==> src/rtl/jtkicker_romslot_if.sv <==
// jtkicker_romslot_if: 32-bit ROM consumer bus plus 16-bit SDRAM arbiter port
//   rom_cs/rom_addr -> rom_data/rom_ok          consumer side
//   sdram_req/sdram_addr <- sdram_ack/dst/din   arbiter side
//   slave modport = the ROM slot, master modport = consumer + SDRAM controller
interface jtkicker_romslot_if #(
    parameter int AW       = 14,
    parameter int SDRAM_AW = 22
);
    logic                rom_cs;
    logic [AW-1:0]       rom_addr;
    logic [31:0]         rom_data;
    logic                rom_ok;
    logic                sdram_req;
    logic [SDRAM_AW-1:0] sdram_addr;
    logic                sdram_ack;
    logic                sdram_dst;
    logic [15:0]         sdram_din;
    modport slave (
        input  rom_cs, rom_addr, sdram_ack, sdram_dst, sdram_din,
        output rom_data, rom_ok, sdram_req, sdram_addr
    );
    modport master (
        output rom_cs, rom_addr, sdram_ack, sdram_dst, sdram_din,
        input  rom_data, rom_ok, sdram_req, sdram_addr
    );
endinterface

==> src/rtl/jtkicker_romslot.sv <==
// jtkicker_romslot: single-entry cached 32-bit ROM reader built from two 16-bit SDRAM beats
//   clk, rst : system clock, synchronous active-high reset
//   bus      : slave side of jtkicker_romslot_if (consumer request + SDRAM arbiter port)
module jtkicker_romslot #(
    parameter int                  AW       = 14,
    parameter int                  SDRAM_AW = 22,
    parameter logic [SDRAM_AW-1:0] OFFSET   = '0
) (
    input logic                clk,
    input logic                rst,
    jtkicker_romslot_if.slave  bus
);
    typedef enum logic [1:0] {IDLE, REQ, BEAT0, BEAT1} state_t;
    state_t              state_q, state_d;
    logic [AW-1:0]       fetch_q, fetch_d, cached_q, cached_d;
    logic                valid_q, valid_d, req_q, req_d;
    logic [15:0]         lo_q, lo_d;
    logic [31:0]         data_q, data_d;
    logic [SDRAM_AW-1:0] saddr_q, saddr_d, miss_addr;
    logic                hit;
    // two 16-bit words per 32-bit word; the sum wraps at the SDRAM address width
    assign miss_addr      = OFFSET + SDRAM_AW'({bus.rom_addr, 1'b0});
    assign hit            = bus.rom_cs & valid_q & (bus.rom_addr == cached_q);
    assign bus.rom_ok     = hit;
    assign bus.rom_data   = data_q;
    assign bus.sdram_req  = req_q;
    assign bus.sdram_addr = saddr_q;
    always_comb begin
        state_d  = state_q;
        fetch_d  = fetch_q;
        cached_d = cached_q;
        valid_d  = valid_q;
        req_d    = req_q;
        lo_d     = lo_q;
        data_d   = data_q;
        saddr_d  = saddr_q;
        case (state_q)
            IDLE: if (bus.rom_cs && !hit) begin
                fetch_d = bus.rom_addr;
                saddr_d = miss_addr;
                req_d   = 1'b1;
                valid_d = 1'b0;
                state_d = REQ;
            end
            REQ: if (bus.sdram_ack) begin
                req_d = 1'b0;
                // a beat coinciding with the ack is the first half
                lo_d    = bus.sdram_dst ? bus.sdram_din : lo_q;
                state_d = bus.sdram_dst ? BEAT1 : BEAT0;
            end
            BEAT0: if (bus.sdram_dst) begin
                lo_d    = bus.sdram_din;
                state_d = BEAT1;
            end
            BEAT1: if (bus.sdram_dst) begin
                data_d   = {bus.sdram_din, lo_q};
                cached_d = fetch_q;
                valid_d  = 1'b1;
                state_d  = IDLE;
            end
            default: state_d = IDLE;
        endcase
    end
    always_ff @(posedge clk) begin
        if (rst) begin
            state_q  <= IDLE;
            fetch_q  <= '0;
            cached_q <= '0;
            valid_q  <= 1'b0;
            req_q    <= 1'b0;
            lo_q     <= '0;
            data_q   <= '0;
            saddr_q  <= '0;
        end else begin
            state_q  <= state_d;
            fetch_q  <= fetch_d;
            cached_q <= cached_d;
            valid_q  <= valid_d;
            req_q    <= req_d;
            lo_q     <= lo_d;
            data_q   <= data_d;
            saddr_q  <= saddr_d;
        end
    end
endmodule

==> src/flat_wrapper.sv <==
// flat-port wrapper written by rule: the top's interface ports become plain ports
module jtkicker_romslot_flat 
#(
    parameter int                  AW       = 14,
    parameter int                  SDRAM_AW = 22,
    parameter logic [SDRAM_AW-1:0] OFFSET   = '0
)
  (clk, rst, bus_rom_cs, bus_rom_addr, bus_sdram_ack, bus_sdram_dst, bus_sdram_din, bus_rom_data, bus_rom_ok, bus_sdram_req, bus_sdram_addr);
  jtkicker_romslot_if #(.AW(AW), .SDRAM_AW(SDRAM_AW)) bus_i ();
  input logic clk;
  input logic rst;
  input wire logic [$bits(bus_i.rom_cs)-1:0] bus_rom_cs;
  input wire logic [$bits(bus_i.rom_addr)-1:0] bus_rom_addr;
  input wire logic [$bits(bus_i.sdram_ack)-1:0] bus_sdram_ack;
  input wire logic [$bits(bus_i.sdram_dst)-1:0] bus_sdram_dst;
  input wire logic [$bits(bus_i.sdram_din)-1:0] bus_sdram_din;
  output wire logic [$bits(bus_i.rom_data)-1:0] bus_rom_data;
  output wire logic [$bits(bus_i.rom_ok)-1:0] bus_rom_ok;
  output wire logic [$bits(bus_i.sdram_req)-1:0] bus_sdram_req;
  output wire logic [$bits(bus_i.sdram_addr)-1:0] bus_sdram_addr;
  assign bus_i.rom_cs = bus_rom_cs;
  assign bus_i.rom_addr = bus_rom_addr;
  assign bus_i.sdram_ack = bus_sdram_ack;
  assign bus_i.sdram_dst = bus_sdram_dst;
  assign bus_i.sdram_din = bus_sdram_din;
  assign bus_rom_data = bus_i.rom_data;
  assign bus_rom_ok = bus_i.rom_ok;
  assign bus_sdram_req = bus_i.sdram_req;
  assign bus_sdram_addr = bus_i.sdram_addr;
  jtkicker_romslot #(.AW(AW), .SDRAM_AW(SDRAM_AW), .OFFSET(OFFSET)) u_core (.clk(clk), .rst(rst), .bus(bus_i));
endmodule
==> config.mk <==
export PLATFORM = sky130hd
export DESIGN_NAME = jtkicker_romslot_flat
export DESIGN_NICKNAME = d
export VERILOG_FILES = /design/src/rtl/jtkicker_romslot_if.sv /design/src/rtl/jtkicker_romslot.sv /design/src/flat_wrapper.sv
export SDC_FILE = /design/constraint.sdc
export NUM_CORES = 1
export LEC_CHECK = 0
export ABC_CLOCK_PERIOD_IN_PS = 2260
export CORE_ASPECT_RATIO = 0.9
export CORE_MARGIN = 10
export CORE_UTILIZATION = 47
export CTS_BUF_LIST = sky130_fd_sc_hd__clkbuf_4 sky130_fd_sc_hd__clkbuf_8 sky130_fd_sc_hd__clkbuf_16
export CTS_CLUSTER_DIAMETER = 120
export DETAILED_ROUTE_END_ITERATION = 16
export PLACE_DENSITY = 0.82
export SYNTH_ARGS = -nofsm -noshare
export SYNTH_HDL_FRONTEND = slang
export SYNTH_SLANG_ARGS = --single-unit
==> constraint.sdc <==
create_clock -name clk -period 2.26 [get_ports clk]
set_input_delay 0.339 -clock clk [delete_from_list [all_inputs] [get_ports clk]]
set_output_delay 0.339 -clock clk [all_outputs]
set_load 0.005 [all_outputs]
==> results.toml <==
[final_layout]
fin_nets = 501
nFillCells = 533
antennaDiodeCount = 0
design_area_mm2 = 0.00442
drive_gt1_share_pct = 11.8
syn2layout_area_growth_pct = 37.4

[routing]
viasPerCell = 5.09
wl_met2_um = 4130
drc = 0
vias = 2828
dr_wl_met3_um = 500
post_drt_wl_per_cell_um = 15.0
met1_length_um = 3570
ant_nets = 0
first_pass_iters = 4
top_layer = "met4"
totalWireLength_um = 8340
drtIter0Drc = 150

[global_route]
gr-total-overflow = 0
grt_max_degree = 42
grt_pass1_wl_um = 13700
grt.total_usage_pct = 15.6
grt_pass1_vias = 2787
antenna_found_initial = 0

[yosys]
synth_cells = 375
synthArstFlopShare_pct = 0
synth_common_cells = "nand2_1, dfxtp_1, a21oi_1"
mappedNetlistArea_mm2 = 0.00322
yosysUniqueCellTypes = 33
synth_top_area_share_pct = 49.8
ys.flop_type = "dfxtp_1"
synthTopCellsByArea = "dfxtp_1, nand2_1, a21oi_1, mux2i_1, a21oi_2"
synth.most_common_cell = "nand2_1"
ys_seq_area_share_pct = 49.8
synth_edf_count = 0
yosysWarnings = 0
synth_top_cell_by_area = "dfxtp_1"
synth_seq_cells = 80
synth.avg_cell_area_um2 = 8.57

[clocking]
clock-root-buffer = "clkbuf_8"
post_cts_buffers = 0
max-clock-path-buffers = 2
cts_max_level = 3
cts_hold_buffers = 0
clk_pin_slew_worst_paths_ps = 80
cts_tree = "done"
clock_sinks = 80
cts_buffers = 9
clk_latency_ps = 340

[placed_design]
place_area_mm2 = 0.00418
numPortBuffers = 82
hpwl_um = 6040
pre_cts_ws_ps = -429
gp_routability_congestion = 0.779

[timing]
rsz0062_at_grt = "no"
fmax_mhz = 456
hold_violations = 0
slew_headroom_pct = 56.3
drv_slew = 0
finalSetupViolCount = 0
fin_crit_ps = 2190
worst_slew_pin_slew_ps = 655
post-route-worst-setup-slack_ps = 65.6
hold_ws_ps = 451
clock_skew_ps = 6.90
fin_crit_sh_pct = 97.1

[floorplan]
core_mm2 = 0.00662
die_h_um = 98.5
die_x_um = 107
rows = 28
start_util_pct = 48.6
die_area_mm2 = 0.0106
num_io_pins = 91

[critical_path]
end_kind = "register"
reg2reg_setup_slack_ps = 210
path_class = "in2reg"
crit_arrival_ps = 2390
worstPathMaxFanout = 8
required_ps = 2460
startpoint_type = "input pin"

[job]
cap_viol_max_count = 0

[run_status]
status = "complete, no violations"

[power]
p_per_area_mw_per_mm2 = 837
peakVddDrop_v = 0.000528
p_leak_nw = 1.65

[min_path]
hold_path.class = "reg2reg"
[final timing paths]
check / to / start / cells after the start
setup / recovery: u_core.bus.sdram_req / bus_rom_addr[9] / 8
hold / removal: u_core.bus.rom_data[3] / u_core.lo_q[3] / 2
setup reg to reg: u_core.bus.sdram_req / u_core.cached_q[9] / 7
hold reg to reg: u_core.bus.rom_data[3] / u_core.lo_q[3] / 2
[layer usage]
| metal | global-route usage (%) | vias to the layer above |
|---|---|---|
| met5 | 0 | - |
| met4 | 6.56 | 0 |
| met3 | 3.39 | 11 |
| met2 | 25.9 | 80 |
| met1 | 19.1 | 1327 |
| li1 | - | 1410 |
[sequential cells by signal, indices dropped and copies added, names as in the netlist]
signal                count
u_core.bus.rom_data      32
u_core.lo_q              16
u_core.cached_q          14
u_core.fetch_q           14
u_core.state_q            2
u_core.bus.sdram_req      1
u_core.valid_q            1
[layout make-up]
| class | count | area (um2) | area share, % |
|---|---|---|---|
| well taps | 90 | 113 | 2.55 |
| repair buffers | 101 | 982 | 22.2 |
| clock inverters | 5 | 82.6 | 1.87 |
| multi-input cells | 267 | 1500 | 33.9 |
| inverters | 3 | 11.3 | 0.255 |
| flip-flops and latches | 80 | 1600 | 36.3 |
| clock buffers | 10 | 131 | 2.97 |
[cells by family (layout without fill, tap and decap cells)]
kind of cell	Yosys count	count (layout)	synth area share [%]
compound gates	86	86	16.3
buf+inv	35	119	5.45
mux	18	18	5.64
fa+ha+maj	4	4	1.56
simple gates	137	137	17.4
xor+xnor	14	14	3.81
flops	80	80	49.8
other cells	1	8	0.117
[placed cells by master, fill, tap and decap left out, types with 4 or more instances in the layout]
cell type        count
a21oi_1             52
buf_4               16
mux2i_1             17
xnor2_1             11
clkdlybuf4s50_1     80
conb_1               8
nand2_1             97
nand3_1             15
ha_1                 4
o21ai_1              9
o21ai_0              5
dfxtp_1             80
clkbuf_8             9
a21oi_2             11
nor2_1              17
[repair_timing]
action                                 in CTS  in global routing
setup endpoints to repair                   6                  0
gates resized for setup                    10                  0
endpoints found under the hold margin       0                  0
[where the power goes]
part / internal, mW / switching (mW) / leakage [nW]
Clock: 0.630 / 0.497 / 0.110
Combinational: 0.427 / 0.511 / 0.890
Sequential: 1.54 / 0.0946 / 0.648
[through the flow]
step / cells / TNS (ps) / util [%] / power [mW]
4_1_cts: 556 / 0 / 66.7 / 3.72
2_1_floorplan: 382 / 0 / - / 2.21
3_3_place_gp: 541 / -5550 / 63.1 / 2.53
6_report: 556 / 0 / 66.7 / 3.70
3_5_place_dp: 541 / -6080 / 63.1 / 2.57
5_1_grt: 556 / 0 / 66.7 / 3.89
[worst max-delay path, cell delays in order]
cell	delay (ps)
clkdlybuf4s50_1	430
xor2_1	180
or4_4	560
buf_4	170
o41a_1	340
buf_6	160
a31oi_4	160
a311oi_1	60
Note: power is estimated with default switching activity, not from simulation.
